[config.mk]
export PLATFORM = sky130hd
export DESIGN_NAME = rubik_sequencer_flat
export DESIGN_NICKNAME = d
export VERILOG_FILES = /design/src/rtl/rubik_sequencer_if.sv /design/src/rtl/rubik_sequencer.sv /design/src/flat_wrapper.sv
export SDC_FILE = /design/constraint.sdc
export NUM_CORES = 1
export LEC_CHECK = 0
export CAP_MARGIN = 0
export CORE_MARGIN = 2
export CORE_UTILIZATION = 45
export DETAILED_ROUTE_END_ITERATION = 10
export DONT_BUFFER_PORTS = 1
export MAX_ROUTING_LAYER = met4
export PLACE_DENSITY = 0.67
export REMOVE_ABC_BUFFERS = 1
export SLEW_MARGIN = 40
export SYNTH_ARGS = -nofsm -noshare
export SYNTH_HDL_FRONTEND = slang
export SYNTH_SLANG_ARGS = --single-unit
[constraint.sdc]
create_clock -name clk_i -period 2.6 [get_ports clk_i]
set_input_delay 0.26 -clock clk_i [delete_from_list [all_inputs] [get_ports clk_i]]
set_output_delay 0.26 -clock clk_i [all_outputs]
set_load 0.02 [all_outputs]
[src/rtl/rubik_sequencer_if.sv]
// Program-write handshake between a move source and rubik_sequencer.
interface rubik_sequencer_if;
    logic       wr_valid_i;
    logic [3:0] wr_data_i;
    logic       wr_ready_o;

    modport master (
        output wr_valid_i,
        output wr_data_i,
        input  wr_ready_o
    );

    modport slave (
        input  wr_valid_i,
        input  wr_data_i,
        output wr_ready_o
    );
endinterface

[src/rtl/rubik_sequencer.sv]
// Move-program sequencer for the cube datapath: buffers up to DEPTH move
// codes and replays them one per cycle on cube_cmd_o, reporting whether the
// cube ended up solved.
// Optional feature: define RUBIK_SEQ_REPEAT_EN to replay the program up to
// MAX_LOOPS times per start and expose the pass count on loops_o.
module rubik_sequencer #(
    parameter int unsigned DEPTH     = 16,
    parameter int unsigned MAX_LOOPS = 8
) (
    input  logic             clk_i,
    input  logic             rstn_i,
    rubik_sequencer_if.slave wr_bus,
    input  logic             clear_i,
    input  logic             start_i,
    output logic [3:0]       cube_cmd_o,
    input  logic             cube_done_i,
    output logic             busy_o,
    output logic             finish_o,
    output logic             solved_o,
    output logic [7:0]       moves_o,
    output logic [4:0]       len_o
`ifdef RUBIK_SEQ_REPEAT_EN
    ,
    output logic [3:0]       loops_o
`endif
);

    localparam int unsigned AW = (DEPTH > 1) ? $clog2(DEPTH) : 1;

    typedef enum logic [1:0] {
        IDLE,
        RUN,
        SETTLE
    } state_t;

    state_t     state;
    logic [3:0] mem [DEPTH];
    logic [4:0] idx;          // index of the next move to load
    logic       wr_acc;
    logic [4:0] prog_len;     // program length as seen by a same-cycle start
    logic [3:0] first_move;

    function automatic logic [7:0] count_move(input logic [7:0] m, input logic [3:0] c);
        return (c != 4'h0 && m != 8'hFF) ? m + 8'd1 : m;
    endfunction

    assign busy_o            = (state != IDLE);
    assign wr_bus.wr_ready_o = (state == IDLE) && (len_o < 5'(DEPTH));
    assign wr_acc            = wr_bus.wr_valid_i && wr_bus.wr_ready_o && !clear_i;
    assign prog_len          = clear_i ? 5'd0 : (wr_acc ? len_o + 5'd1 : len_o);
    // A write landing in slot 0 together with start must be played immediately.
    assign first_move        = (wr_acc && len_o == 5'd0) ? wr_bus.wr_data_i : mem[0];

    // Program buffer storage; contents survive across plays.
    always_ff @(posedge clk_i) begin
        if (rstn_i && wr_acc) begin
            mem[len_o[AW-1:0]] <= wr_bus.wr_data_i;
        end
    end

    // Sequencer FSM with registered outputs.
    always_ff @(posedge clk_i) begin
        if (!rstn_i) begin
            state      <= IDLE;
            len_o      <= '0;
            idx        <= '0;
            cube_cmd_o <= '0;
            finish_o   <= 1'b0;
            solved_o   <= 1'b0;
            moves_o    <= '0;
`ifdef RUBIK_SEQ_REPEAT_EN
            loops_o    <= '0;
`endif
        end else begin
            finish_o <= 1'b0;
            case (state)
                IDLE: begin
                    cube_cmd_o <= '0;
                    if (clear_i) begin
                        len_o <= '0;
                    end else if (wr_acc) begin
                        len_o <= len_o + 5'd1;
                    end
                    if (start_i) begin
                        solved_o <= 1'b0;
`ifdef RUBIK_SEQ_REPEAT_EN
                        loops_o  <= '0;
`endif
                        if (prog_len == 5'd0) begin
                            state   <= SETTLE;
                            idx     <= '0;
                            moves_o <= '0;
                        end else begin
                            state      <= RUN;
                            cube_cmd_o <= first_move;
                            idx        <= 5'd1;
                            moves_o    <= (first_move != 4'h0) ? 8'd1 : 8'd0;
                        end
                    end
                end
                RUN: begin
                    if (cube_done_i) begin
                        cube_cmd_o <= '0;
                        solved_o   <= 1'b1;
                        finish_o   <= 1'b1;
                        idx        <= '0;
                        state      <= IDLE;
                    end else if (idx == len_o) begin
                        cube_cmd_o <= '0;
                        state      <= SETTLE;
                    end else begin
                        cube_cmd_o <= mem[idx[AW-1:0]];
                        moves_o    <= count_move(moves_o, mem[idx[AW-1:0]]);
                        idx        <= idx + 5'd1;
                    end
                end
                SETTLE: begin
                    cube_cmd_o <= '0;
`ifdef RUBIK_SEQ_REPEAT_EN
                    loops_o <= loops_o + 4'd1;
                    if (!cube_done_i && (({1'b0, loops_o} + 5'd1) < 5'(MAX_LOOPS))) begin
                        // Next pass launches like a start: first move visible next cycle.
                        if (len_o != 5'd0) begin
                            state      <= RUN;
                            cube_cmd_o <= mem[0];
                            moves_o    <= count_move(moves_o, mem[0]);
                            idx        <= 5'd1;
                        end
                    end else begin
                        solved_o <= cube_done_i;
                        finish_o <= 1'b1;
                        idx      <= '0;
                        state    <= IDLE;
                    end
`else
                    solved_o <= cube_done_i;
                    finish_o <= 1'b1;
                    idx      <= '0;
                    state    <= IDLE;
`endif
                end
                default: begin
                    cube_cmd_o <= '0;
                    state      <= IDLE;
                end
            endcase
        end
    end

endmodule
[src/flat_wrapper.sv]
// flat-port wrapper written by rule: the top's interface ports become plain ports
module rubik_sequencer_flat 
#(
    parameter int unsigned DEPTH     = 16,
    parameter int unsigned MAX_LOOPS = 8
)
  (clk_i, rstn_i, clear_i, start_i, cube_cmd_o, cube_done_i, busy_o, finish_o, solved_o, moves_o, len_o, wr_bus_wr_valid_i, wr_bus_wr_data_i, wr_bus_wr_ready_o);
  rubik_sequencer_if wr_bus_i ();
  input  logic clk_i;
  input  logic rstn_i;
  input  logic clear_i;
  input  logic start_i;
  output logic [3:0] cube_cmd_o;
  input  logic cube_done_i;
  output logic busy_o;
  output logic finish_o;
  output logic solved_o;
  output logic [7:0] moves_o;
  output logic [4:0] len_o;
  input wire logic [$bits(wr_bus_i.wr_valid_i)-1:0] wr_bus_wr_valid_i;
  input wire logic [$bits(wr_bus_i.wr_data_i)-1:0] wr_bus_wr_data_i;
  output wire logic [$bits(wr_bus_i.wr_ready_o)-1:0] wr_bus_wr_ready_o;
  assign wr_bus_i.wr_valid_i = wr_bus_wr_valid_i;
  assign wr_bus_i.wr_data_i = wr_bus_wr_data_i;
  assign wr_bus_wr_ready_o = wr_bus_i.wr_ready_o;
  rubik_sequencer #(.DEPTH(DEPTH), .MAX_LOOPS(MAX_LOOPS)) u_core (.clk_i(clk_i), .rstn_i(rstn_i), .wr_bus(wr_bus_i), .clear_i(clear_i), .start_i(start_i), .cube_cmd_o(cube_cmd_o), .cube_done_i(cube_done_i), .busy_o(busy_o), .finish_o(finish_o), .solved_o(solved_o), .moves_o(moves_o), .len_o(len_o));
endmodule
==> results.md, run 1 <==
- CTS tree: done
- Synth unique cells: 52
- Initial antenna violation count: 0
- Fin nets: 367
- CP Class: flop to flop
- Hold WC Path Type: input port to flop
- Worst Setup Start Kind: flop
- Final setup vio count: 0
- Max_slew headroom: 59.2%
- Post-synthesis instance total: 327
- Synth Register Bits: 94
- Dominant synthesized flop cell: edfxtp_1
- Clk slew on worst S/H paths: 0.10 ns
- Internal power: between 2000 and 2500 uW
- Avg WL per Cell: 18.9 um
- Htree depth: 3
- Antenna viol nets, final: 0
- Syn_area_per_cell: 13.1 um2
- Ys async rst share: 0%
- All-Layer GR Usage: 19.3%
- Synth Cell Area: 4270 um2
- Sequential share of the synthesized area: 59.1%
- # rows: 35
- Critical path endpoint category: flop
- Placed insts: 458
- # Max-Cap Violations: 0
- RSZ-0062 raised after global routing: no
- Routed WL: slightly above 9000 um
- Peak Freq: 407 MHz
- Worst Path Required: 2.92 ns
- I/O pin count: 31
- Die ar.: between 10000 and 15000 um2
- Diodes inserted: 0
- Leading cell type in the layout, fill and taps excluded: edfxtp_1
- Post-Layout Cell Count: ~480
- Post-synth EDFFs: 64
- Drt first pass iters: 5
- Sw Ratio: a little under a quarter
- Total CTS buffers: 9
- Drc violations: 0
- First-pass GRT wire length: 14500 um
- Fraction of layout cells with a size suffix above 1: between 10% and 20%
- Port Buffers: 0
- Clock period minus worst slack: between 2 and 2.5 ns
- Seq pwr share: 52.3%
- Fin Clk Skew: between 0.01 and 0.015 ns
- Final slew viol count: 0
- Total congestion overflow: 0
- Core Area: 9240 um2
- Via Count: 2828
- Drt initial violations: 216
- Switching Power: between 700 and 800 uW
- Die height: 101 um
- Clk_lat worst skew: 0.37 ns
- Clock root cell: clkbuf_8
- Highest-count cells in the layout ignoring fill and taps: edfxtp_1 (64), nor2_1 (30), dfxtp_1 (30)
- Final Cycle Share: 94.6%
- Synthesis-to-finish area growth: 12.7%
- Final hold slack: 0.0296 ns
- Worst vdd ir: roughly 0.00026 V
- Status: finished clean
- Worst-Margin Slew: 0.610 ns
- Clock Path Buffers: 2
- Vias/cell: 5.88
- Die Wd: approximately 100 um
- Layout Utilization: 52.1%
- Initial Util: 46.2%
- Final Power: 3120 uW
- Largest net degree at the start of global routing: 18
- Vias in the first global route: 2691
- Post-DP HPWL: 6120 um
- Critical path peak fanout: 16
- Final hold viol count: 0
- Leak pwr: 0.00163 uW
- Clock power frac: 38.3%
- CTS sink cnt: between 90 and 100
- Gate power share: 9.4%
- Worst Path Arrival: ~2.8 ns
- Yosys warns: 0
- Pwr Density: 647 nW/um2
- Gpl congestion: 0.836
- R2R Setup Slk: 0.14 ns
-- path summary, 6_finish.rpt --
path / depth (start not counted) / from / endpoint
worst max-delay path: 8 / flop / u_core.moves_o[0]
worst min-delay path: 1 / rstn_i / u_core.moves_o[0]
worst max register to register: 8 / flop / u_core.moves_o[0]
worst min register to register: 2 / u_core.idx[1] / u_core.idx[1]
-- cell usage after synthesis (all sizes together), types with 3 or more instances --
cell     instances  area share (%)
edfxtp          64              45
dfxtp           30              14
nor2            30             2.6
nand2           26             2.3
nand3           19             2.5
mux4            16             9.2
inv             11            0.97
a21oi           10             1.2
ha              10             2.9
o21ai            9             1.1
nand2b           8             1.2
buf              7             1.5
o311ai           7             1.4
a22oi            6             1.1
xnor2            6             1.2
clkbuf           5            0.44
mux2i            5             1.2
o31ai            5            0.88
a2bb2oi          4            0.82
and2             4            0.59
and3             4            0.59
nor2b            4            0.59
nor3             4            0.47
a31oi            3            0.44
nand4            3            0.44
or3              3            0.47
or4              3            0.56
-- state kept, by name, indices dropped and copies added, names as in the netlist, named ones only --
| register | flops |
|---|---|
| u_core.len_o | 5 |
| u_core.finish_o | 1 |
| u_core.mem | 64 |
| u_core.solved_o | 1 |
| u_core.idx | 5 |
| u_core.state | 2 |
| u_core.cube_cmd_o | 4 |
| u_core.moves_o | 8 |
-- power groups by stage --
stage	Clock, uW	Sequential [uW]	Combinational (uW)
finish	1190	1630	292
global route	1280	1630	320
CTS	1200	1630	285
detailed placement	0	1660	260
global placement	0	1660	259
floorplan	0	1670	182
-- cell type report --
type	count	area (um2)
timing repair buffer	21	198
fill	768	4430
clock buffer	9	124
sequential	94	2520
clock inverter	7	128
inverter	11	41.3
tap	129	161
multi-input combinational	210	1640
-- per-stage QoR --
stage	setup TNS [ns]	area [um2]	setup WS [ns]
detailed placement	0	4480	0.0564
finish	0	4810	0.141
global placement	0	4480	0.146
floorplan	-0.442	4190	-0.141
global route	0	4810	0.00344
CTS	0	4790	0.00593
-- cells by family (layout without fill, tap and decap cells) --
group | after synthesis | after routing | share of synthesized area, %
adders and majority gates | 10 | 10 | 2.93
DFF | 94 | 94 | 59.1
buffers and inverters | 23 | 48 | 2.93
xor gates and xnor gates | 6 | 6 | 1.23
muxes | 21 | 21 | 10.4
and+or+nand+nor | 115 | 115 | 13.8
AOI/OAI and AO/OA | 58 | 58 | 9.64
-- worst max-delay path, cell delays in order (launching register included) --
cell	delay, ns
dfxtp_1	0.37
buf_12	0.18
mux4_1	0.56
a22oi_1	0.27
nand3_2	0.15
nor4_4	0.39
buf_4	0.19
and2_1	0.13
o221a_1	0.18
-- routing by layer --
| metal | GRT usage, % | vias up | part of all wire (%) |
|---|---|---|---|
| met1 | 25.9 | 1414 | 46 |
| met3 | 5.18 | 17 | 5.5 |
| li1 | - | 1310 | - |
| met4 | 6.34 | 0 | 1.9 |
| met5 | - | - | 0 |
| met2 | 28.8 | 87 | 47 |
-- repair_timing --
item | 4_1_cts | 5_1_grt
setup endpoints to repair | 0 | 10
resized for setup | 0 | 4
hold endpoints to repair | 67 | 0
hold buffers | 6 | 0
buffers inserted | 0 | 1
No activity file was read; power rests on OpenSTA's default activity.
==> run 2: changes to the inputs <==
CAP_MARGIN = not set   (was 0)
==> results of run 2 <==
The final DEF is identical to that of run 1; final timing and power are the same.
==> run 3: changes to the inputs <==
RECOVER_POWER = 50   (was not set)
==> run 3 against run 2 <==
Against the previous run:
- via count rose by 1.1%
- cell count did not move
- die area did not move
- combinational power barely moved
- worst setup slack improved by 0.0016 ns
- fmax barely moved
==> results.md, run 3 (same netlist as run 1, synthesis figures left out) <==
- Die Wd: 101 um (unchanged)
- All-Layer GR Usage: 19.3% (unchanged)
- First-pass GRT wire length: 14500 um (unchanged)
- Vias/cell: 5.94 (+1.1%)
- Total CTS buffers: 9 (unchanged)
- Final Power: 3120 uW (about the same)
- Worst-Margin Slew: 0.834 ns (+0.224 ns)
- Vias in the first global route: 2691 (unchanged)
- Die height: 101 um (unchanged)
- Critical path endpoint category: flop
- CTS sink cnt: 94 (unchanged)
- RSZ-0062 raised after global routing: no
- Core Area: 9240 um2 (unchanged)
- Total congestion overflow: 0 (unchanged)
- Multi-input logic area: 1640 um2 (unchanged)
- Drt first pass iters: 5 (unchanged)
- Clk_lat worst skew: 0.37 ns (about the same)
- Max_slew headroom: 44.4% (-15 points)
- Worst Path Arrival: 2.78 ns (about the same)
- Largest net degree at the start of global routing: 18 (unchanged)
- Clock period minus worst slack: 2.46 ns (-0.00163 ns)
- Initial antenna violation count: 0 (unchanged)
- Die ar.: 10300 um2 (unchanged)
- Initial Util: 46.2% (unchanged)
- Worst Path Required: 2.92 ns (about the same)
- Avg WL per Cell: 18.8 um (-0.45%)
- Routed WL: 9030 um (-0.45%)
- Highest-count cells in the layout ignoring fill and taps: edfxtp_1 (64), nor2_1 (30), dfxtp_1 (30)
- Status: finished clean
- # Max-Cap Violations: 0 (unchanged)
- Antenna viol nets, final: 0 (unchanged)
- Hold WC Path Type: input port to flop
- Clock root cell: clkbuf_8
- Final slew viol count: 0 (unchanged)
- Final Cycle Share: 94.5% (about the same)
- Design area: 4800 um2 (-0.31%)
- Post-Layout Cell Count: 481 (unchanged)
- Final hold slack: 0.0286 ns (-0.00104 ns)
- Placed insts: 458 (unchanged)
- Synthesis-to-finish area growth: 12.4%
- Final hold viol count: 0 (unchanged)
- Register area: 2520 um2 (unchanged)
- Gpl congestion: 0.836 (unchanged)
- Via Count: 2858 (+1.1%)
- # rows: 35 (unchanged)
- Placed Instance Area: 4480 um2 (unchanged)
- Final TNS setup: 0 ns (unchanged)
- Diodes inserted: 0 (unchanged)
- Fin nets: 367 (unchanged)
- Final setup vio count: 0 (unchanged)
- Drc violations: 0 (unchanged)
- Peak Freq: 407 MHz (about the same)
- Filler instances: 770 (+0.26%)
- Worst vdd ir: 0.000255 V (-0.35%)
- Max reg flops: 64 (unchanged)
- Pwr Density: 650 nW/um2 (+0.32%)
- Clk slew on worst S/H paths: 0.10 ns (about the same)
- Clock Path Buffers: 2 (unchanged)
- Post-DP HPWL: 6120 um (unchanged)
- Drt initial violations: 234 (+8.3%)
- Fraction of layout cells with a size suffix above 1: 12.5% (-1.1 points)
- Port Buffers: 0 (unchanged)
- Worst Setup Start Kind: flop
- CP Class: flop to flop
- Leading cell type in the layout, fill and taps excluded: edfxtp_1
- Leak pwr: 0.00162 uW (-1.1%)
- CTS tree: done
- I/O pin count: 31 (unchanged)
- Fin Clk Skew: 0.0139 ns (-0.000515 ns)
- Critical path peak fanout: 16 (unchanged)
- Htree depth: 3 (unchanged)
## run 3: cell types whose count changed in the layout (fill, tap and decap cells not counted), sizes merged
cell    delta
buf        -4
clkbuf     +4
## run 3: path summary, 6_finish.rpt
kind / from / endpoint / slack, ns / cells past startpoint
setup reg to reg: flop / u_core.moves_o[0] / 0.14 / 8
hold / removal: rstn_i / u_core.moves_o[0] / 0.03 / 1
hold reg to reg: u_core.idx[2] / flop / 0.53 / 2
setup / recovery: flop / u_core.moves_o[0] / 0.14 / 8
## run 3: critical path, stage by stage (launching register included)
cell and delay [ns]:
dfxtp_1 0.37, buf_12 0.18, mux4_1 0.56, a22oi_1 0.27, nand3_2 0.15, nor4_4 0.39, buf_4 0.19, and2_1 0.13
o221a_1 0.18
## run 3: report_power, final
part	switching, uW	total, uW	leakage (uW)	internal (uW)
Sequential	20.8	1630	0.000818	1610
Combinational	166	291	0.000672	124
Clock	542	1200	0.000126	654
Total	729	3120	0.00162	2390
## run 3: layout make-up
type | count | share of cell area [%]
flip-flops and latches | 94 | 52.6
multi-input cells | 210 | 34.2
repair buffers | 21 | 3.81
well taps | 129 | 3.36
clock inverters | 7 | 2.66
clock buffers | 9 | 2.58
inverters | 11 | 0.860
## run 3: routing by layer
| layer | up-vias | track usage [%] | routed length [um] |
|---|---|---|---|
| li1 | 1305 | - | - |
| met2 | 120 | 28.8 | 4200 |
| met3 | 23 | 5.18 | 601 |
| met1 | 1410 | 25.9 | 4020 |
| met5 | - | - | 0 |
| met4 | 0 | 6.34 | 204 |
## run 3: stage by stage
step / setup WS (ns) / utilization [%]
floorplan: -0.141 / -
global placement: 0.146 / 48.4
detailed placement: 0.0564 / 48.4
CTS: 0.00593 / 51.8
global route: 0.000770 / 51.9
finish: 0.143 / 51.9
## run 3: repair_timing
item | 4_1_cts | 5_1_grt
endpoints found under the setup margin | 0 | 10
resized for setup | 0 | 4
hold buffers | 6 | 0
buffers inserted | 0 | 1
endpoints found under the hold margin | 67 | 0
